==> src/rtl/note_arranger_pkg.sv <==
// Shared constants, state encoding and helpers for the note arranger and its beat source.
package note_arranger_pkg;

    localparam int unsigned CMD_W      = 16;
    localparam int unsigned ADV_BIT    = 15;
    localparam int unsigned NOTE_MSB   = 14;
    localparam int unsigned NOTE_LSB   = 9;
    localparam int unsigned DUR_MSB    = 8;
    localparam int unsigned DUR_LSB    = 3;
    localparam int unsigned NUM_VOICES = 3;
    localparam int unsigned NOTE_W     = NOTE_MSB - NOTE_LSB + 1;
    localparam int unsigned DUR_W      = DUR_MSB - DUR_LSB + 1;

    typedef enum logic [1:0] {
        ST_IDLE       = 2'd0,
        ST_WAIT_VOICE = 2'd1,
        ST_REST       = 2'd2
    } arr_state_e;

    typedef struct packed {
        logic [NOTE_W-1:0] note;
        logic [DUR_W-1:0]  dur;
    } voice_cmd_t;

    // One-hot grant of the lowest-numbered voice whose busy flag is clear; zero when all are busy.
    function automatic logic [NUM_VOICES-1:0] lowest_free(input logic [NUM_VOICES-1:0] busy);
        logic [NUM_VOICES-1:0] free;
        free = ~busy;
        return free & (~free + NUM_VOICES'(1));
    endfunction

endpackage

==> src/rtl/note_arranger.sv <==
// Dispatches note commands to the lowest free voice and times rest/advance commands in beats.
module note_arranger
    import note_arranger_pkg::*;
(
    input  logic                clk,
    input  logic                reset,
    input  logic                load_new_note,
    input  logic [CMD_W-1:0]    note_to_load,
    input  logic                play_enable,
    input  logic                beat,
    output logic                note_1_load,
    output logic [NOTE_W-1:0]   note_1,
    output logic [DUR_W-1:0]    note_1_duration,
    input  logic                note_1_done,
    output logic                note_2_load,
    output logic [NOTE_W-1:0]   note_2,
    output logic [DUR_W-1:0]    note_2_duration,
    input  logic                note_2_done,
    output logic                note_3_load,
    output logic [NOTE_W-1:0]   note_3,
    output logic [DUR_W-1:0]    note_3_duration,
    input  logic                note_3_done,
    output logic                note_done,
    output logic                advance_time
);

    arr_state_e                         state_q, state_d;
    logic [NUM_VOICES-1:0]              busy_q, busy_d;
    logic [DUR_W-1:0]                   rest_q, rest_d;
    voice_cmd_t                         pend_q, pend_d;
    logic [NUM_VOICES-1:0]              load_q, load_d;
    logic [NUM_VOICES-1:0][NOTE_W-1:0]  note_q, note_d;
    logic [NUM_VOICES-1:0][DUR_W-1:0]   dur_q, dur_d;
    logic                               done_q, done_d;
    logic                               adv_q, adv_d;

    logic [NUM_VOICES-1:0]              voice_done;
    logic [NUM_VOICES-1:0]              grant;
    voice_cmd_t                         new_cmd;
    voice_cmd_t                         disp_cmd;
    logic                               dispatch;
    logic                               unused_cmd_bits;

    assign voice_done      = {note_3_done, note_2_done, note_1_done};
    assign grant           = lowest_free(busy_q);
    assign new_cmd         = '{note: note_to_load[NOTE_MSB:NOTE_LSB], dur: note_to_load[DUR_MSB:DUR_LSB]};
    assign unused_cmd_bits = ^note_to_load[DUR_LSB-1:0];

    always_comb begin
        state_d  = state_q;
        busy_d   = busy_q & ~voice_done;
        rest_d   = rest_q;
        pend_d   = pend_q;
        load_d   = '0;
        note_d   = note_q;
        dur_d    = dur_q;
        done_d   = 1'b0;
        adv_d    = 1'b0;
        dispatch = 1'b0;
        disp_cmd = pend_q;

        case (state_q)
            ST_IDLE: begin
                if (load_new_note) begin
                    if (note_to_load[ADV_BIT]) begin
                        if (new_cmd.dur == '0) begin
                            adv_d  = 1'b1;
                            done_d = 1'b1;
                        end else begin
                            rest_d  = new_cmd.dur;
                            state_d = ST_REST;
                        end
                    end else if (|grant) begin
                        dispatch = 1'b1;
                        disp_cmd = new_cmd;
                    end else begin
                        pend_d  = new_cmd;
                        state_d = ST_WAIT_VOICE;
                    end
                end
            end
            ST_WAIT_VOICE: begin
                if (|grant) begin
                    dispatch = 1'b1;
                    state_d  = ST_IDLE;
                end
            end
            ST_REST: begin
                if (beat && play_enable) begin
                    rest_d = rest_q - DUR_W'(1);
                    if (rest_q == DUR_W'(1)) begin
                        adv_d   = 1'b1;
                        done_d  = 1'b1;
                        state_d = ST_IDLE;
                    end
                end
            end
            default: state_d = ST_IDLE;
        endcase

        // A load to a voice overrides a same-cycle done pulse from that voice.
        if (dispatch) begin
            load_d = grant;
            done_d = 1'b1;
            for (int unsigned v = 0; v < NUM_VOICES; v++) begin
                if (grant[v]) begin
                    note_d[v] = disp_cmd.note;
                    dur_d[v]  = disp_cmd.dur;
                    busy_d[v] = 1'b1;
                end
            end
        end
    end

    always_ff @(posedge clk or posedge reset) begin
        if (reset) begin
            state_q <= ST_IDLE;
            busy_q  <= '0;
            rest_q  <= '0;
            pend_q  <= '0;
            load_q  <= '0;
            note_q  <= '0;
            dur_q   <= '0;
            done_q  <= 1'b0;
            adv_q   <= 1'b0;
        end else begin
            state_q <= state_d;
            busy_q  <= busy_d;
            rest_q  <= rest_d;
            pend_q  <= pend_d;
            load_q  <= load_d;
            note_q  <= note_d;
            dur_q   <= dur_d;
            done_q  <= done_d;
            adv_q   <= adv_d;
        end
    end

    assign note_1_load     = load_q[0];
    assign note_2_load     = load_q[1];
    assign note_3_load     = load_q[2];
    assign note_1          = note_q[0];
    assign note_2          = note_q[1];
    assign note_3          = note_q[2];
    assign note_1_duration = dur_q[0];
    assign note_2_duration = dur_q[1];
    assign note_3_duration = dur_q[2];
    assign note_done       = done_q;
    assign advance_time    = adv_q;

endmodule

==> config.mk <==
export PLATFORM = sky130hd
export DESIGN_NAME = note_arranger
export DESIGN_NICKNAME = d
export VERILOG_FILES = /design/src/rtl/note_arranger_pkg.sv /design/src/rtl/note_arranger.sv
export SDC_FILE = /design/constraint.sdc
export NUM_CORES = 1
export LEC_CHECK = 0
export CORE_MARGIN = 2
export CORE_UTILIZATION = 51
export CTS_BUF_LIST = sky130_fd_sc_hd__clkbuf_4 sky130_fd_sc_hd__clkbuf_8
export DETAILED_ROUTE_END_ITERATION = 6
export PLACE_DENSITY = 0.82
export SETUP_SLACK_MARGIN = 0.2
export SLEW_MARGIN = 40
export SYNTH_ARGS = -nofsm -noshare
export SYNTH_HDL_FRONTEND = slang
export SYNTH_SLANG_ARGS = --single-unit
==> constraint.sdc <==
create_clock -name clk -period 2.2 [get_ports clk]
set_input_delay 0.44 -clock clk [delete_from_list [all_inputs] [get_ports clk]]
set_output_delay 0.44 -clock clk [all_outputs]
set_load 0.01 [all_outputs]
==> results.py <==
metrics = {
    "power_and_ir_drop": {
        "power_density_nw_per_um2": 908,
        "clockPowerShare_pct": 28.5,
        "irDropWorstVdd_mv": 0.710,
        "switching_power_mw": 1.01,
        "internal_power_mw": 2.33,
        "power_mw": 3.35,
        "comb_power_share_pct": 25.6,
        "p_leak_nw": 1.71,
        "seqPwrFrac_pct": 45.9,
        "switching_share_pct": 30.2,
    },
    "sta": {
        "report.final.slew_viol_count": 0,
        "timing.final.crit_share_pct": 84.3,
        "max_slew_margin_pct": 58.0,
        "min_period_ns": 1.85,
        "hold_violations": 0,
        "rsz0062_at_grt": "no",
        "worst_hold_slack_ns": 0.482,
        "worst_pin_slew_ns": 0.628,
        "finClkSkew_ns": 0.00573,
        "fin_ws_ns": 0.346,
        "tns_ns": 0,
        "setup_viol": 0,
        "fmax_mhz": 539,
    },
    "status": {
        "status": "completed",
    },
    "global_routing": {
        "track_usage_pct": 21.7,
        "grt_pass1_vias": 2037,
        "grt_max_degree": 65,
        "met1_usage_pct": 29.2,
        "overflow": 0,
        "met3_usage_pct": 3.53,
        "top_usage_layer": "met2",
        "met2_usage_pct": 34.6,
        "antenna_found_initial": 0,
        "grt_pass1_wl_um": 9870,
    },
    "cells_and_area": {
        "fin_area_um2": 3680,
        "area_growth_pct": 35.7,
        "fillCellCount": 379,
        "insertedDiodeCount": 0,
        "multi_input_area_um2": 1020,
        "drive_gt1_share_pct": 11.4,
        "post-route-util_pct": 72.1,
        "final_cells": 395,
        "regArea_um2": 1600,
        "finalNetCount": 347,
    },
    "synthesis": {
        "synth_area_um2": 2720,
        "ys_ff_latch": 64,
        "netlist_instances": 246,
        "ys.flop_type": "dfrtp_1",
        "ys_warn_count": 0,
        "async_flop_share_pct": 100,
        "ys_seq_area_share_pct": 59.0,
        "synth_cell_types": 36,
        "synth_edf_count": 0,
        "syn_area_per_cell_um2": 11.0,
        "synth_nets": 272,
    },
    "setup_path": {
        "cp-end-kind": "flop",
        "timing.rr.start": "state_q[1]",
        "crit_arrival_ns": 2.06,
        "cp_slowest_stage_delay_ns": 0.44,
        "critPathKind": "input port to flop",
        "setup.worst_path.start": "note_to_load[15]",
        "worst_path_max_delay_cell": "clkdlybuf4s50_1",
        "crit_path_start_kind": "input port",
        "cp_cell_sequence": "clkdlybuf4s50_1, nor4b_2, nand2_1, buf_4, mux2i_1, a21oi_1",
        "worst_ep_required_time_ns": 2.41,
        "worstPathMaxFanout": 7,
    },
    "drt": {
        "routed-via-count": 2152,
        "wl_per_cell_um": 15.4,
        "drc": 0,
        "vias_per_cell": 5.45,
        "drtIter0Drc": 144,
        "first_pass_iters": 4,
        "wirelength_um": 6080,
        "ant_nets": 0,
    },
    "clock_tree": {
        "cts-buffers-inserted": 9,
        "cts_tree": "yes",
        "worstSkewPairLatency_ns": 0.34,
        "clkSlewWorstSetupHoldPaths_ns": 0.07,
        "clock_sinks": 64,
        "htree_levels": 3,
        "post-cts-setup-buffer-count": 0,
        "clk_path_buf_depth": 2,
        "cts_resized": 0,
        "root_buffer": "clkbuf_8",
        "cts_hold_buf": 0,
    },
    "placed_design": {
        "hpwl_um": 4250,
        "gp_congestion": 0.822,
        "dp.cells": 380,
        "post-place-ws_ns": 0.0338,
        "io_buffers": 61,
        "postPlaceCellArea_um2": 3500,
    },
    "run": {
        "max_cap_viol_count": 0,
    },
    "floorplan": {
        "rows": 26,
        "die_area_um2": 5920,
        "core_area_um2": 5110,
        "num_io_pins": 65,
        "die_x_um": 77.0,
        "start_util_pct": 53.2,
        "dieHeight_um": 77.0,
    },
    "hold_path": {
        "min_path_type": "flop to flop",
        "hp-start": "note_2_duration[4]",
    },
}
metal layers:
metal  up-vias  part of all wire (%)
li1       1017                     -
met1      1044                    44
met2        78                    49
met3        13                   5.1
met4         0                   2.4
met5         -                     0
critical path: cells and delay by family:
family,cells,cell delay (ns)
buffers and inverters,2,0.63
and+or+nand+nor,2,0.48
muxes,1,0.36
AOI/OAI and AO/OA,1,0.14
layout make-up:
type,instances,area share [%]
Sequential cell,64,43.5
Multi-Input combinational cell,162,27.7
Timing Repair Buffer,75,20.4
Clock buffer,9,3.36
Tap cell,70,2.38
Clock inverter,6,1.66
Inverter,9,1.02
logic make-up (layout without fill, tap and decap cells):
kind of cell,after synthesis,count (layout),share of synthesized area (%)
compound gates,64,64,13.8
fa+ha+maj,2,2,0.922
buf+inv,20,99,3.46
flops,64,64,59.0
mux,26,26,10.1
simple gates,70,70,12.7
cells in the final DEF (no fill, tap or decap), types with 2 or more instances in the layout:
cell type        instances
a211oi_2                 2
a21oi_1                 33
a2bb2oi_1                4
buf_12                   3
buf_4                   11
clkbuf_8                 9
clkdlybuf4s50_1         61
clkinv_2                 3
clkinvlp_4               2
dfrtp_1                 64
ha_1                     2
inv_1                    8
mux2_1                  10
mux2_2                   2
mux2i_1                 14
nand2_1                 15
nand2b_1                 3
nand3_1                  3
nand4_1                  3
nor2_1                  31
nor2b_1                  2
nor3_1                   6
o21ai_0                  8
o21ai_1                 10
state kept, by name (all words and copies together) (netlist names):
name,flops
pend_q,12
rest_q,6
note_1_duration,6
note_3_duration,6
note_2,6
state_q,2
note_2_duration,6
busy_q,3
note_3,6
note_done,1
advance_time,1
note_1,6
load_q,3
worst paths after layout:
kind,end,slack [ns],cells after the start
max,note_3[4],0.35,6
min,note_2_duration[4],0.48,2
max reg2reg,note_3[4],0.38,5
min reg2reg,note_2_duration[4],0.48,2
max in group asynchronous,pend_q[0],1.40,3
min in group asynchronous,note_done,0.52,3
power by group through the flow:
| stage | logic (mW) | clock network (mW) | registers, mW |
|---|---|---|---|
| after floorplan | 0.409 | 0 | 1.57 |
| after global placement | 0.825 | 0 | 1.54 |
| after detailed placement | 0.854 | 0 | 1.55 |
| after CTS | 0.862 | 0.965 | 1.53 |
| after global routing | 0.932 | 1.02 | 1.56 |
| final | 0.857 | 0.954 | 1.53 |
synth_stat cells, types with 2 or more instances:
library cell / instances / area share (%)
nand3_1: 3 / 0.55
buf_2: 6 / 1.1
nor2_1: 31 / 4.3
nand2b_1: 3 / 0.69
nand2_1: 15 / 2.1
a2bb2oi_1: 4 / 1.3
dfrtp_1: 64 / 59
o21ai_1: 10 / 1.8
nor3_1: 6 / 1.1
nand4_1: 3 / 0.69
mux2_2: 2 / 0.83
a21oi_1: 33 / 6.1
nor2b_1: 2 / 0.46
inv_1: 9 / 1.2
o21ai_0: 8 / 1.5
a211oi_2: 2 / 0.92
mux2_1: 10 / 4.1
clkbuf_1: 3 / 0.41
ha_1: 2 / 0.92
mux2i_1: 14 / 5.2
Power figures use the tool's default switching activity.
